===== config.mk =====
export PLATFORM = sky130hd
export DESIGN_NAME = smart_card_reader
export DESIGN_NICKNAME = d
export VERILOG_FILES = /design/src/rtl/card_reader_pkg.sv /design/src/rtl/reader_gap_timer.sv /design/src/rtl/smart_card_reader.sv
export SDC_FILE = /design/constraint.sdc
export NUM_CORES = 1
export LEC_CHECK = 0
export CORE_MARGIN = 4
export CORE_UTILIZATION = 41
export DETAILED_ROUTE_END_ITERATION = 8
export SLEW_MARGIN = 20
export SYNTH_ARGS = -nofsm -noshare
export SYNTH_HDL_FRONTEND = slang
export SYNTH_HIERARCHICAL = 1
export SYNTH_SLANG_ARGS = --single-unit

===== constraint.sdc =====
create_clock -name CLK -period 2.6 [get_ports CLK]
set_input_delay 0.52 -clock CLK [delete_from_list [all_inputs] [get_ports CLK]]
set_output_delay 0.52 -clock CLK [all_outputs]
set_load 0.005 [all_outputs]

===== src/rtl/card_reader_pkg.sv =====
`default_nettype none
// ============================================================================
// Package     : card_reader_pkg
// Description : Shared state encoding, frame layout and parity helper for the
//               smart card reader front end.
// Revision    : 1.0 - initial release
// ============================================================================
package card_reader_pkg;

    typedef enum logic [1:0] {
        S_IDLE    = 2'd0,
        S_SHIFT   = 2'd1,
        S_ISSUE   = 2'd2,
        S_HOLDOFF = 2'd3
    } state_t;

    localparam int FRAME_LEN = 9;
    localparam int LAB_BIT   = 8;
    localparam int MODE_MSB  = 7;
    localparam int CODE_MSB  = 5;
    localparam int PAR_BIT   = 0;

    localparam int          BITCNT_W     = 4;
    localparam logic [3:0]  LAST_BIT_CNT = 4'(FRAME_LEN - 1);

    // Even parity over the whole frame: the payload XOR must equal the parity bit.
    function automatic logic frame_parity_ok(input logic [FRAME_LEN-1:0] frame);
        return (^frame[FRAME_LEN-1:PAR_BIT+1]) == frame[PAR_BIT];
    endfunction

endpackage
`default_nettype wire


===== src/rtl/reader_gap_timer.sv =====
`default_nettype none
// ============================================================================
// Module      : reader_gap_timer
// Description : Saturating up-counter with synchronous clear and enable; flags
//               when the count has reached LIMIT.
// Revision    : 1.0 - initial release
// ============================================================================
module reader_gap_timer #(
    parameter int LIMIT = 16
) (
    input  logic CLK,
    input  logic RST_N,
    input  logic clear_i,
    input  logic en_i,
    output logic expired_o
);

    localparam int W = $clog2(LIMIT + 1);
    localparam logic [W-1:0] C_LIMIT = W'(LIMIT);

    logic [W-1:0] count_q;
    logic [W-1:0] count_d;

    always_comb begin
        count_d = count_q;
        if (clear_i) begin
            count_d = '0;
        end else if (en_i && (count_q != C_LIMIT)) begin
            count_d = count_q + 1'b1;
        end
    end

    always_ff @(posedge CLK or negedge RST_N) begin
        if (!RST_N) begin
            count_q <= '0;
        end else begin
            count_q <= count_d;
        end
    end

    assign expired_o = (count_q == C_LIMIT);

endmodule
`default_nettype wire


===== src/rtl/smart_card_reader.sv =====
`default_nettype none
// ============================================================================
// Module      : smart_card_reader
// Description : Deserialises a 9-bit card swipe, checks even parity and issues
//               smartCode/lab/mode for one cycle, with gap timeout and hold-off.
// Revision    : 1.0 - initial release
// ============================================================================
module smart_card_reader
    import card_reader_pkg::*;
#(
    parameter int         TIMEOUT   = 16,
    parameter int         HOLDOFF   = 8,
    parameter logic [1:0] IDLE_MODE = 2'b11
) (
    input  logic       CLK,
    input  logic       RST_N,
    input  logic       bit_in,
    input  logic       bit_valid,
    output logic [4:0] smartCode,
    output logic       lab,
    output logic [1:0] mode,
    output logic       code_valid,
    output logic       parity_err,
    output logic       timeout_err,
    output logic       busy
);

    state_t                 state_q, state_d;
    // Only the first eight bits are stored; the ninth is taken live from bit_in.
    logic [FRAME_LEN-2:0]   shift_q, shift_d;
    logic [BITCNT_W-1:0]    cnt_q, cnt_d;
    logic [4:0]             code_q, code_d;
    logic                   lab_q, lab_d;
    logic [1:0]             mode_q, mode_d;
    logic                   code_valid_q, code_valid_d;
    logic                   parity_err_q, parity_err_d;
    logic                   timeout_err_q, timeout_err_d;

    logic [FRAME_LEN-1:0]   w_frame;
    logic                   w_gap_clear;
    logic                   w_gap_en;
    logic                   w_gap_expired;
    logic                   w_hold_clear;
    logic                   w_hold_en;
    logic                   w_hold_expired;

    assign w_frame = {shift_q, bit_in};

    assign w_gap_clear = (state_q != S_SHIFT) || bit_valid;
    assign w_gap_en    = (state_q == S_SHIFT) && !bit_valid;

    // The hold-off timer also ticks through ISSUE so that HOLDOFF itself lasts
    // exactly HOLDOFF cycles before IDLE is re-entered.
    assign w_hold_en    = (state_q == S_ISSUE) || (state_q == S_HOLDOFF);
    assign w_hold_clear = !w_hold_en;

    reader_gap_timer #(
        .LIMIT (TIMEOUT)
    ) u_gap_timer (
        .CLK       (CLK),
        .RST_N     (RST_N),
        .clear_i   (w_gap_clear),
        .en_i      (w_gap_en),
        .expired_o (w_gap_expired)
    );

    reader_gap_timer #(
        .LIMIT (HOLDOFF)
    ) u_hold_timer (
        .CLK       (CLK),
        .RST_N     (RST_N),
        .clear_i   (w_hold_clear),
        .en_i      (w_hold_en),
        .expired_o (w_hold_expired)
    );

    always_comb begin
        state_d       = state_q;
        shift_d       = shift_q;
        cnt_d         = cnt_q;
        code_d        = code_q;
        lab_d         = lab_q;
        mode_d        = IDLE_MODE;
        code_valid_d  = 1'b0;
        parity_err_d  = 1'b0;
        timeout_err_d = 1'b0;

        case (state_q)
            S_IDLE: begin
                if (bit_valid) begin
                    shift_d = w_frame[FRAME_LEN-2:0];
                    cnt_d   = 4'd1;
                    state_d = S_SHIFT;
                end
            end

            S_SHIFT: begin
                if (bit_valid) begin
                    if (cnt_q == LAST_BIT_CNT) begin
                        cnt_d = '0;
                        if (frame_parity_ok(w_frame)) begin
                            code_d       = w_frame[CODE_MSB -: 5];
                            lab_d        = w_frame[LAB_BIT];
                            mode_d       = w_frame[MODE_MSB -: 2];
                            code_valid_d = 1'b1;
                            state_d      = S_ISSUE;
                        end else begin
                            parity_err_d = 1'b1;
                            state_d      = S_IDLE;
                        end
                    end else begin
                        shift_d = w_frame[FRAME_LEN-2:0];
                        if (cnt_q != '1) begin
                            cnt_d = cnt_q + 1'b1;
                        end
                    end
                end else if (w_gap_expired) begin
                    cnt_d         = '0;
                    timeout_err_d = 1'b1;
                    state_d       = S_IDLE;
                end
            end

            S_ISSUE: begin
                state_d = S_HOLDOFF;
            end

            S_HOLDOFF: begin
                if (w_hold_expired) begin
                    state_d = S_IDLE;
                end
            end

            default: begin
                state_d = S_IDLE;
            end
        endcase
    end

    always_ff @(posedge CLK or negedge RST_N) begin
        if (!RST_N) begin
            state_q       <= S_IDLE;
            shift_q       <= '0;
            cnt_q         <= '0;
            code_q        <= '0;
            lab_q         <= 1'b0;
            mode_q        <= IDLE_MODE;
            code_valid_q  <= 1'b0;
            parity_err_q  <= 1'b0;
            timeout_err_q <= 1'b0;
        end else begin
            state_q       <= state_d;
            shift_q       <= shift_d;
            cnt_q         <= cnt_d;
            code_q        <= code_d;
            lab_q         <= lab_d;
            mode_q        <= mode_d;
            code_valid_q  <= code_valid_d;
            parity_err_q  <= parity_err_d;
            timeout_err_q <= timeout_err_d;
        end
    end

    assign smartCode   = code_q;
    assign lab         = lab_q;
    assign mode        = mode_q;
    assign code_valid  = code_valid_q;
    assign parity_err  = parity_err_q;
    assign timeout_err = timeout_err_q;
    assign busy        = (state_q != S_IDLE);

endmodule
`default_nettype wire


Word level (Yosys, flattened, before mapping):

Cells that the tools add are included.
W data, S select, Z words.

* register bits: 34
* bits of input ports: 4
* output and inout bits: 12

* add/sub/neg operators: 3
* eq/ne operators: 19
* multiplexer cells: 36
* reduce and logical (&&, ||, !) cells: 15

Operators with widths (count)
* $mux W4: 7
* $mux W8: 3
* $mux W2: 10
* $pmux W8 S2: 1
* $reduce_and A4 Y1: 4
* $mux W1: 11
* $mux W5: 2
* $add A4 B1 Y4 const B: 2
* $eq A4 B4 Y1 const B: 2
* $ne A2 B2 Y1 const B: 4
* $ne A4 B4 Y1 const B: 2
* $pmux W2 S4: 1
* $pmux W4 S2: 1
* $reduce_xor A8 Y1: 1
* $ne A3 B2 Y1 const B: 2
* $reduce_bool A2 Y1: 3
* $add A5 B1 Y5 const B: 1
* $eq A5 B5 Y1 const B: 1
* $ne A5 B5 Y1 const B: 1
* $eq A2 B2 Y1 const B: 2
* $ne A2 B1 Y1 const B: 2
* $ne A4 B2 Y1 const B: 1
* $logic_and A1 B1 Y1: 3
* $eq A2 B1 Y1 const B: 1
* 4 further kinds: 5

Longest topological paths before layout:

Gate-level depths: netlist of run 1.

* depth in word-level cells: 6
* depth in mapped cells: 7
* gate-level depth less buffers: 7

Hierarchy:

The synthesis of run 1 kept the hierarchy.

Modules (own cells, without submodules)
* smart_card_reader: times used 1, cells an instance 99, area each 1177.4 µm²
* reader_gap_timer at u_gap_timer: times used 1, cells an instance 27, area each 280.3 µm²
* reader_gap_timer at u_hold_timer: times used 1, cells an instance 24, area each 232.7 µm²

Worst setup path after synthesis of run 1:

OpenSTA, ideal clock, no wires.

* kind: input port to flip-flop
* start point: input port bit_in
* end point: register lab_q, in the netlist lab
* setup time: 125 ps
* arrival: 1744 ps
* data required time: 2475 ps
* setup slack: 731 ps
* stages on the path: 4
* path buffers: 0
* cell sequence: xnor2_1 > xnor3_1 > mux2i_4 > mux2_2

* cells in the longest elaborated chain, start to end: 2

RTL lines
* start: declaration: line smart_card_reader.sv:17 `input logic bit_in,`
* $eq A1 B1 Y1: line card_reader_pkg.sv:28 `return (^frame[FRAME_LEN-1:PAR_BIT+1]) == frame[PAR_BIT];`
* $reduce_and A4 Y1 (no source line)
* end signal: assignment: line smart_card_reader.sv:156 `lab_q <= lab_d;`
* end: declaration: line smart_card_reader.sv:33 `logic lab_q, lab_d;`

Every way passes these cells.
A chain may end at the register's enable or synchronous reset.

Final worst setup path of run 1:

* start point: input port bit_in
* end point: register code_q[4], in the netlist smartCode[4]

* cells in the longest elaborated chain, start to end: 2

RTL lines
* $eq A1 B1 Y1: line card_reader_pkg.sv:28
* $reduce_and A4 Y1 (no source line)
* end signal: assignment: line smart_card_reader.sv:155 `code_q <= code_d;`
* end: declaration: line smart_card_reader.sv:32 `logic [4:0] code_q, code_d;`

Every way passes these cells.

==> impl_metrics.csv, run 1 <==
group,metric,value,unit
power_and_ir_drop,static_leakage_power,0.883,nW
finish,antenna_cells_inserted,0,
power_and_ir_drop,combinationalPowerShare,0.397,
setup_path,required_time_at_the_worst_slack_endpoint,2.77,ns
drt,totalWireLength,2910,um
timing,fmax,464,MHz
grt,grt_max_degree,35,
die,std_cell_rows,23,
finish,drive_above_1_share,0.199,
clocking,clock_input_transition_at_the_sequential_cells_of_the_worst_setup_and_hold_paths,0.07,ns
clocking,cts_htree_levels,2,
finish,filler_cell_count,366,
setup_path,startpoint_type,"input pin",
timing,timing_worst_slew_pin_value,0.540,ns
setup_path,r2r.worst_path.cells,4,
finish,multi_input_area,781,um^2
timing,totalNegativeSetupSlack,0,ns
place,place.gp.congestion,0.802,
synth,post-synth-top-count-cell,"sky130_fd_sc_hd__dfrtp_1",
grt,number_of_antenna_violations_at_the_first_check_in_global_routing,0,
synth,synth_flop_cell,"sky130_fd_sc_hd__dfrtp_1",
setup_path,endpoint_kind,"flip-flop",
setup_path,crit_buf_inv,1,
synth,seq_area_frac_synth,0.505,
grt,grt_first_pass_wirelength,5180,um
power_and_ir_drop,vdd.ir_drop.worst,0.440,mV
synth,complex_gate_fraction_of_the_synthesized_area,0.0577,
power_and_ir_drop,cell_internal_pwr,1.40,mW
drt,viasPerCell,5.03,
drt,vias_after_detailed_routing,1111,
clocking,cts_tree,"done",
setup_path,r2r_end,"smartCode[4]",
timing,finalHoldViolCount,0,
setup_path,critPathKind,"in -> reg",
clocking,clock_insertion_delay_worst_skew,0.28,ns
synth,synth_simple_gate_area_share,0.162,
clocking,postCtsHoldBufs,0,
drt,ant_nets,0,
die,die_h,72.2,um
run,maxCapViolCount,0,
drt,drt_iter0_drcs,28,
synth,synthesis.nets,160,
timing,period_share,0.828,
power_and_ir_drop,power_density,1040,nW/um^2
setup_path,timing.critical_path.depth,5,
outcome,outcome,"complete, no violations",
synth,synth_top_family_by_area,"simple AND/OR/NAND/NOR gates",
die,start_util,0.423,
place,portBuffers,15,
timing,slew_headroom,0.638,
grt,grt_overflow_total,0,
setup_path,path_cells,"clkdlybuf4s50_1 > xnor2_1 > xnor3_1 > mux2i_4 > mux2_2",
clocking,ctsRootBufferMaster,"sky130_fd_sc_hd__clkbuf_8",
timing,hold_slack,0.510,ns
setup_path,rrSetupSlack,0.61,ns
drt,detailedRoute.firstPassIterationCount,4,
grt,grt_usage,0.129,
timing,setup_repair_after_global_routing_missed_its_margin,"false",
place,post-place-ws,0.146,ns
synth,yosys_warnings,6,
die,overall_die_width,72.2,um
setup_path,timing.critical_path.slowest_cell_delay,0.49,ns
drt,wl_per_cell,13.2,um
timing,final-setup-viol-count,0,
synth,synth_enable_flop_cells,0,
synth,syn_area_per_cell,11.3,um^2
clocking,cts.repair_timing.setup_buffer_count,0,
power_and_ir_drop,clkPwrFrac,0.195,
synth,synth.ff_latch_count,34,
setup_path,critical_path.max_fanout,10,
place,dp_hpwl,2070,um
setup_path,crit_start,"bit_in",
synth,post-synth-top-area-cell,"sky130_fd_sc_hd__dfrtp_1",
finish,nets,180,
setup_path,critPathArrivalTime,2.33,ns
finish,areaGrowthSynthToFinish,18.2,%
synth,synthCells,150,
die,ioPinCount,16,
power_and_ir_drop,power.total,2.08,mW
timing,clock_skew,0.00286,ns
power_and_ir_drop,switching_power_share_of_the_total,0.325,
synth,synth.cells.most_frequent,"sky130_fd_sc_hd__dfrtp_1 (32), sky130_fd_sc_hd__mux2_2 (15), sky130_fd_sc_hd__nand2_1 (13), sky130_fd_sc_hd__nor2_1 (12), sky130_fd_sc_hd__inv_1 (11)",
synth,post_synth_xor_area_fraction,0.0637,
min_path,hp-class,"reg -> reg",
power_and_ir_drop,power.net_switching,0.675,mW
synth,post_synthesis_cell_type_count,38,
synth,synth.area.top_cells,"sky130_fd_sc_hd__dfrtp_1 (47%), sky130_fd_sc_hd__mux2_2 (10%), sky130_fd_sc_hd__ha_1 (4.4%)",
timing,finalMaxSlewViolations,0,
power_and_ir_drop,seq_pwr_share,0.408,
synth,synthArstFlopShare,1.00,
drt,drc,0,
setup_path,cp-endpoint,"smartCode[4]",
synth,synth-adder-area-share,0.0444,
clocking,cts_repair_resize_count,0,
die,die-area,5210,um^2
clocking,cts_sinks,34,
clocking,cts-root-to-sink-buffers,2,
timing,post-route-min-period,2.15,ns
finish,layout.core_utilization,0.500,
synth,share_of_yosys_cell_area_claimed_by_the_top_area_cell_type,0.474,
setup_path,reg2reg_from,"shift_q[2]",
setup_path,cp_top_family,"multiplexers",
setup_path,critPathSlowestCell,"sky130_fd_sc_hd__clkdlybuf4s50_1",
synth,post_synth_design_cell_area,1690,um^2
synth,synth.mux.area_fraction,0.134,
finish,regArea,853,um^2
grt,via_count_of_the_first_global_routing_pass,1096,
timing,fin_ws,0.446,ns
clocking,tritoncts.num_buffers,5,
die,core_region_area,4000,um^2
[sequential cells by signal (all words and copies together) (netlist names), 2 cells and up, named ones only]
register and cells:
cnt_q 4, mode 2, shift_q 8, smartCode 5, u_gap_timer/count_q 5, u_hold_timer/count_q 4
[metrics by stage]
step / std cells / cell area (um^2)
3_3_place_gp: 213 / 1900
5_1_grt: 221 / 2000
6_report: 221 / 2000
2_1_floorplan: 150 / 1690
3_5_place_dp: 213 / 1900
4_1_cts: 221 / 2000
[routing by layer]
metal	vias to the layer above	wire length, um	track usage
met5	-	0	0
met4	0	70	0.0626
met3	6	157	0.0346
met2	24	1320	0.189
met1	532	1360	0.177
li1	549	-	-
[power by group through the flow]
stage               Combinational (mW)  Sequential [mW]  Clock [mW]
floorplan                        0.669            0.799           0
global placement                 0.816            0.850           0
detailed placement               0.834            0.860           0
CTS                              0.837            0.850       0.421
global route                     0.925            0.878       0.442
finish                           0.824            0.846       0.406
[how the worst min path moves through the flow]
stage / start / endpoint / slack, ns / cells past startpoint
after global placement: smartCode[2] / smartCode[2] / 0.49 / 1
after global routing: smartCode[2] / smartCode[2] / 0.54 / 1
after detailed placement: lab / lab / 0.50 / 1
after floorplan: RST_N / asynchronous set/reset pin / 0.22 / 0
after CTS: lab / lab / 0.51 / 1
final: lab / lab / 0.51 / 1
[final cells by class]
type / instances / share of cell area
well taps: 50 / 0.0313
repair buffers: 17 / 0.0827
clock inverters: 2 / 0.00626
flip-flops and latches: 34 / 0.427
inverters: 11 / 0.0207
clock buffers: 6 / 0.0413
multi-input cells: 101 / 0.391
[cells by family (layout without fill, tap and decap cells)]
group	after synthesis	count (layout)
AOI/OAI and AO/OA	16	16
DFF	34	34
buffers and inverters	15	36
and+or+nand+nor	51	51
adders and majority gates	6	6
muxes	19	19
xor gates and xnor gates	9	9
[layout by cell type, fill, tap and decap left out, types with 2 or more instances in the layout]
cell type	count
sky130_fd_sc_hd__clkbuf_8	6
sky130_fd_sc_hd__xor2_1	4
sky130_fd_sc_hd__nand3_1	3
sky130_fd_sc_hd__xnor2_1	3
sky130_fd_sc_hd__mux2i_1	2
sky130_fd_sc_hd__clkdlybuf4s50_1	15
sky130_fd_sc_hd__nor3b_1	2
sky130_fd_sc_hd__nand3b_1	2
sky130_fd_sc_hd__mux2_2	15
sky130_fd_sc_hd__buf_4	2
sky130_fd_sc_hd__or2_2	3
sky130_fd_sc_hd__dfstp_2	2
sky130_fd_sc_hd__a31oi_1	2
sky130_fd_sc_hd__a211oi_1	2
sky130_fd_sc_hd__inv_1	11
sky130_fd_sc_hd__ha_1	6
sky130_fd_sc_hd__nor2_1	12
sky130_fd_sc_hd__nand2b_1	4
sky130_fd_sc_hd__nand4_1	3
sky130_fd_sc_hd__a21oi_1	5
sky130_fd_sc_hd__dfrtp_1	32
sky130_fd_sc_hd__nand2_1	13
sky130_fd_sc_hd__o21ai_0	3
[worst register-to-register path, cell delays in order, from the launching register on]
cell and delay (ns):
sky130_fd_sc_hd__dfrtp_1 0.42, sky130_fd_sc_hd__xor2_1 0.17, sky130_fd_sc_hd__xnor3_1 0.47, sky130_fd_sc_hd__mux2i_4 0.43
sky130_fd_sc_hd__mux2_2 0.39
Note: power is estimated with default switching activity, not from simulation.
==> run 2, diff against run 1 <==
clock period = 2.05 ns   (was 2.6 ns; I/O delays follow)
==> impl_metrics.csv, run 2 (same netlist as run 1, synthesis figures left out) <==
group,metric,value,unit
clocking,tritoncts.num_buffers,5,
finish,registers.top_by_ff_count,"shift_q",
finish,layout.cell_area.non_filler,2110,um^2
timing,fmax,526,MHz
timing,period_share,0.928,
place,portBuffers,15,
finish,drive_above_1_share,0.262,
setup_path,required_time_at_the_worst_slack_endpoint,2.22,ns
drt,drt_iter0_drcs,60,
power_and_ir_drop,power_density,1370,nW/um^2
grt,grt_first_pass_wirelength,5310,um
finish,flip_flop_count_of_the_largest_register_all_copies_and_words_added,8,
die,die_h,72.2,um
drt,drc,0,
timing,setup_repair_after_global_routing_missed_its_margin,"false",
min_path,hp-class,"reg -> reg",
drt,detailedRoute.firstPassIterationCount,4,
setup_path,critical_path.max_fanout,5,
grt,grt_overflow_total,0,
grt,via_count_of_the_first_global_routing_pass,1157,
setup_path,critPathArrivalTime,2.07,ns
setup_path,reg2reg_from,"shift_q[2]",
drt,vias_after_detailed_routing,1168,
place,dp_hpwl,2210,um
clocking,cts_sinks,34,
power_and_ir_drop,static_leakage_power,0.938,nW
timing,final-setup-viol-count,0,
power_and_ir_drop,vdd.ir_drop.worst,0.528,mV
finish,areaGrowthSynthToFinish,24.7,%
grt,number_of_antenna_violations_at_the_first_check_in_global_routing,0,
die,overall_die_width,72.2,um
timing,post-route-min-period,1.90,ns
clocking,cts_htree_levels,2,
finish,post_layout_nonfiller_instances,233,
drt,wl_per_cell,13.2,um
run,maxCapViolCount,0,
drt,viasPerCell,5.01,
place,numPlacedInstances,223,
timing,timing_worst_slew_pin_value,0.426,ns
setup_path,crit_start,"shift_q[2]",
clocking,cts_tree,"done",
timing,slew_headroom,0.716,
drt,totalWireLength,3070,um
clocking,ctsRootBufferMaster,"sky130_fd_sc_hd__clkbuf_8",
clocking,clock_insertion_delay_worst_skew,0.28,ns
clocking,clock_input_transition_at_the_sequential_cells_of_the_worst_setup_and_hold_paths,0.07,ns
finish,layout.cells.most_common_list,"sky130_fd_sc_hd__dfrtp_1 (31), sky130_fd_sc_hd__mux2_2 (15), sky130_fd_sc_hd__clkdlybuf4s50_1 (14)",
drt,ant_nets,0,
place,dpl-instance-area,1980,um^2
finish,nets,192,
die,std_cell_rows,23,
die,ioPinCount,16,
timing,clock_skew,0.00683,ns
finish,mostFrequentLayoutCell,"sky130_fd_sc_hd__dfrtp_1",
die,die-area,5210,um^2
min_path,worstHoldStart,"smartCode[2]",
setup_path,startpoint_type,"flip-flop",
finish,antenna_cells_inserted,0,
clocking,cts-root-to-sink-buffers,2,
setup_path,critPathKind,"reg -> reg",
timing,finalHoldViolCount,0,
place,place.gp.congestion,0.779,
grt,grt_usage,0.133,
timing,finalMaxSlewViolations,0,
die,core_region_area,4000,um^2
clocking,postCtsHoldBufs,0,
outcome,outcome,"complete, no violations",
die,start_util,0.423,
grt,grt_max_degree,35,
setup_path,endpoint_kind,"flip-flop",
## run 2: cell types whose count changed in the layout (fill, tap and decap cells not counted), sizes merged
cell	change
mux2i	+1
clkdlybuf4s50	-1
dlymetal6s2s	+1
buf	+11
## run 2: layout make-up
| type | count | area (um^2) |
|---|---|---|
| clock buffer | 6 | 82.6 |
| clock inverter | 2 | 12.5 |
| fill | 359 | 1890 |
| inverter | 11 | 41.3 |
| multi-input combinational | 102 | 805 |
| sequential | 34 | 855 |
| tap | 50 | 62.6 |
| timing repair buffer | 28 | 250 |
## run 2: what timing repair did
action	4_1_cts	5_1_grt
buffers inserted	1	0
gates cloned	1	0
resized for setup	1	3
pin swaps	0	1
endpoints found under the setup margin	5	7
hold endpoints to repair	0	0
## run 2: power by group
part | total [mW] | internal [mW] | switching (mW) | leakage [nW]
logic | 1.33 | 0.815 | 0.516 | 0.455
clock network | 0.515 | 0.270 | 0.246 | 0.0472
registers | 1.05 | 0.868 | 0.180 | 0.436
total | 2.89 | 1.95 | 0.941 | 0.938
## run 2: final timing paths
kind	endpoint	slack, ns	cells after the start
worst min register to register	smartCode[2]	0.51	1
worst max register to register	smartCode[0]	0.15	4
max in group asynchronous	mode[0]	1.19	2
worst max-delay path	smartCode[0]	0.15	4
worst min-delay path	smartCode[2]	0.51	1
min in group asynchronous	shift_q[6]	0.53	2
## run 2: critical path, cell delays in order (launching register included)
cell and delay, ns:
sky130_fd_sc_hd__dfrtp_1 0.42, sky130_fd_sc_hd__xor2_1 0.17, sky130_fd_sc_hd__xnor3_2 0.48, sky130_fd_sc_hd__mux2i_4 0.34, sky130_fd_sc_hd__mux2_2 0.37
## run 2: layer usage
layer	part of all wire	global-route usage	vias up
met1	0.46	0.176	554
met3	0.054	0.0429	6
met5	0	0	-
met4	0.018	0.0564	0
met2	0.46	0.199	28
li1	-	-	580
## run 2: stage by stage
step / worst slack (ns) / util / power, mW / hold slack (ns) / TNS, ns
after global placement: -0.247 / 0.495 / 2.23 / 0.489 / -1.79
after floorplan: 0.206 / - / 1.86 / 0.114 / 0
final: 0.147 / 0.527 / 2.89 / 0.511 / 0
after detailed placement: -0.305 / 0.495 / 2.26 / 0.498 / -2.28
after global routing: 0.0741 / 0.527 / 3.11 / 0.535 / 0
after CTS: -0.00688 / 0.524 / 2.87 / 0.516 / -0.00688
==> run 3, diff against run 2 <==
CORE_ASPECT_RATIO = 1.25   (was not set)
==> impl_metrics.csv, run 3 (same netlist as run 1, synthesis figures left out) <==
group,metric,value,unit
timing,slew_headroom,0.713,
grt,grt_max_degree,35,
timing,period_share,0.948,
power_and_ir_drop,power_density,1370,nW/um^2
grt,number_of_antenna_violations_at_the_first_check_in_global_routing,0,
grt,grt_first_pass_wirelength,5530,um
power_and_ir_drop,switching_power_share_of_the_total,0.324,
timing,finalMaxSlewViolations,0,
finish,filler_cell_count,390,
die,die-area,5220,um^2
grt,met2_usage,0.228,
timing,final-setup-viol-count,0,
die,core_region_area,3880,um^2
grt,grt_overflow_total,0,
finish,nets,190,
drt,drc,0,
setup_path,endpoint_kind,"output pin",
power_and_ir_drop,cell_internal_pwr,1.94,mW
clocking,cts_sinks,34,
finish,layout.cells.most_common_list,"sky130_fd_sc_hd__dfrtp_1 (32), sky130_fd_sc_hd__mux2_2 (15), sky130_fd_sc_hd__clkdlybuf4s50_1 (15)",
power_and_ir_drop,clkPwrFrac,0.179,
finish,antenna_cells_inserted,0,
clocking,cts_htree_levels,2,
power_and_ir_drop,power.net_switching,0.928,mW
clocking,clock_input_transition_at_the_sequential_cells_of_the_worst_setup_and_hold_paths,0.07,ns
place,dp_hpwl,2180,um
power_and_ir_drop,vdd.ir_drop.worst,0.578,mV
setup_path,critPathKind,"reg -> out",
clocking,cts-root-to-sink-buffers,2,
grt,via_count_of_the_first_global_routing_pass,1220,
drt,drt_iter0_drcs,25,
place,portBuffers,15,
die,std_cell_rows,25,
run,maxCapViolCount,0,
power_and_ir_drop,seq_pwr_share,0.370,
clocking,tritoncts.num_buffers,5,
die,ioPinCount,16,
setup_path,timing.critical_path.slowest_cell_delay,0.48,ns
setup_path,path_cells,"or2_2 > clkdlybuf4s50_1",
power_and_ir_drop,power.total,2.86,mW
timing,totalNegativeSetupSlack,0,ns
clocking,postCtsHoldBufs,0,
timing,clock_skew,0.00310,ns
setup_path,required_time_at_the_worst_slack_endpoint,1.64,ns
outcome,outcome,"complete, no violations",
timing,timing_worst_slew_pin_value,0.431,ns
drt,vias_after_detailed_routing,1159,
drt,ant_nets,0,
timing,fmax,515,MHz
finish,registers.top_by_ff_count,"shift_q",
setup_path,critical_path.max_fanout,10,
finish,layout.cell_area.non_filler,2090,um^2
timing,setup_repair_after_global_routing_missed_its_margin,"false",
setup_path,critPathArrivalTime,1.53,ns
power_and_ir_drop,combinationalPowerShare,0.451,
drt,wl_per_cell,13.1,um
finish,flip_flop_count_of_the_largest_register_all_copies_and_words_added,8,
timing,post-route-min-period,1.94,ns
drt,viasPerCell,4.93,
finish,drive_above_1_share,0.254,
clocking,ctsRootBufferMaster,"sky130_fd_sc_hd__clkbuf_8",
grt,met3_track_utilization_from_global_routing,0.0352,
grt,global_route.peak_usage_layer,"met2",
clocking,cts_tree,"done",
setup_path,critPathSlowestCell,"sky130_fd_sc_hd__dfrtp_1",
drt,detailedRoute.firstPassIterationCount,4,
timing,finalHoldViolCount,0,
die,start_util,0.436,
setup_path,startpoint_type,"flip-flop",
die,die_h,79.8,um
die,overall_die_width,65.4,um
finish,areaGrowthSynthToFinish,23.7,%
grt,globalRouteMet1Util,0.170,
min_path,hp-class,"reg -> reg",
power_and_ir_drop,static_leakage_power,0.930,nW
clocking,clock_insertion_delay_worst_skew,0.28,ns
place,dpl-instance-area,1970,um^2
drt,totalWireLength,3070,um
place,place.gp.congestion,0.883,
finish,mostFrequentLayoutCell,"sky130_fd_sc_hd__dfrtp_1",
grt,grt_usage,0.141,
[run 3: changes by cell type in the layout (fill, tap and decap cells not counted), sizes merged]
cell           before  now
dlymetal6s2s        1    0
buf                13   11
clkdlybuf4s50      14   15
[run 3: final timing paths]
kind / start / to / slack [ns] / cells past startpoint
max reg2reg: shift_q[2] / smartCode[2] / 0.13 / 4
max in group asynchronous: RST_N / mode[1] / 1.18 / 2
max: state_q[0] / busy / 0.11 / 2
min reg2reg: smartCode[0] / smartCode[0] / 0.50 / 1
min: smartCode[0] / smartCode[0] / 0.50 / 1
min in group asynchronous: RST_N / shift_q[2] / 0.53 / 2
[run 3: what timing repair did]
| item | 4_1_cts | 5_1_grt |
|---|---|---|
| gates resized for setup | 0 | 2 |
| setup buffers | 1 | 0 |
| setup endpoints to repair | 1 | 7 |
| pin swaps | 0 | 1 |
| cloned | 0 | 1 |
[run 3: through the flow]
step	worst slack (ns)	util	hold WS (ns)	cells
finish	0.106	0.539	0.505	235
global route	0.0174	0.539	0.527	235
CTS	0.00911	0.534	0.509	234
detailed placement	-0.301	0.507	0.493	225
global placement	-0.251	0.507	0.489	225
floorplan	0.206	-	0.114	150
[run 3: power by group through the flow]
stage	Clock, mW	Combinational [mW]	Sequential [mW]
2_1_floorplan	0	0.849	1.01
5_1_grt	0.564	1.42	1.10
4_1_cts	0.531	1.22	1.06
3_3_place_gp	0	1.17	1.07
3_5_place_dp	0	1.21	1.08
6_report	0.511	1.29	1.06
[run 3: routing by layer]
layer / vias to the layer above / part of all wire
li1: 574 / -
met1: 562 / 0.45
met2: 18 / 0.50
met3: 5 / 0.035
met4: 0 / 0.023
met5: - / 0
[run 3: cell type report]
class	instances	area, um^2	area share
Timing Repair Buffer	26	233	0.111
Tap cell	54	67.6	0.0323
Clock buffer	6	82.6	0.0395
Clock inverter	2	12.5	0.00598
Sequential cell	34	853	0.408
Inverter	11	41.3	0.0197
Multi-Input combinational cell	102	801	0.383
[run 3: critical path: cells and delay by family, from the launching register on]
| kind | cells | cell delay (ns) |
|---|---|---|
| buf+inv | 1 | 0.45 |
| flops | 1 | 0.48 |
| simple gates | 1 | 0.32 |
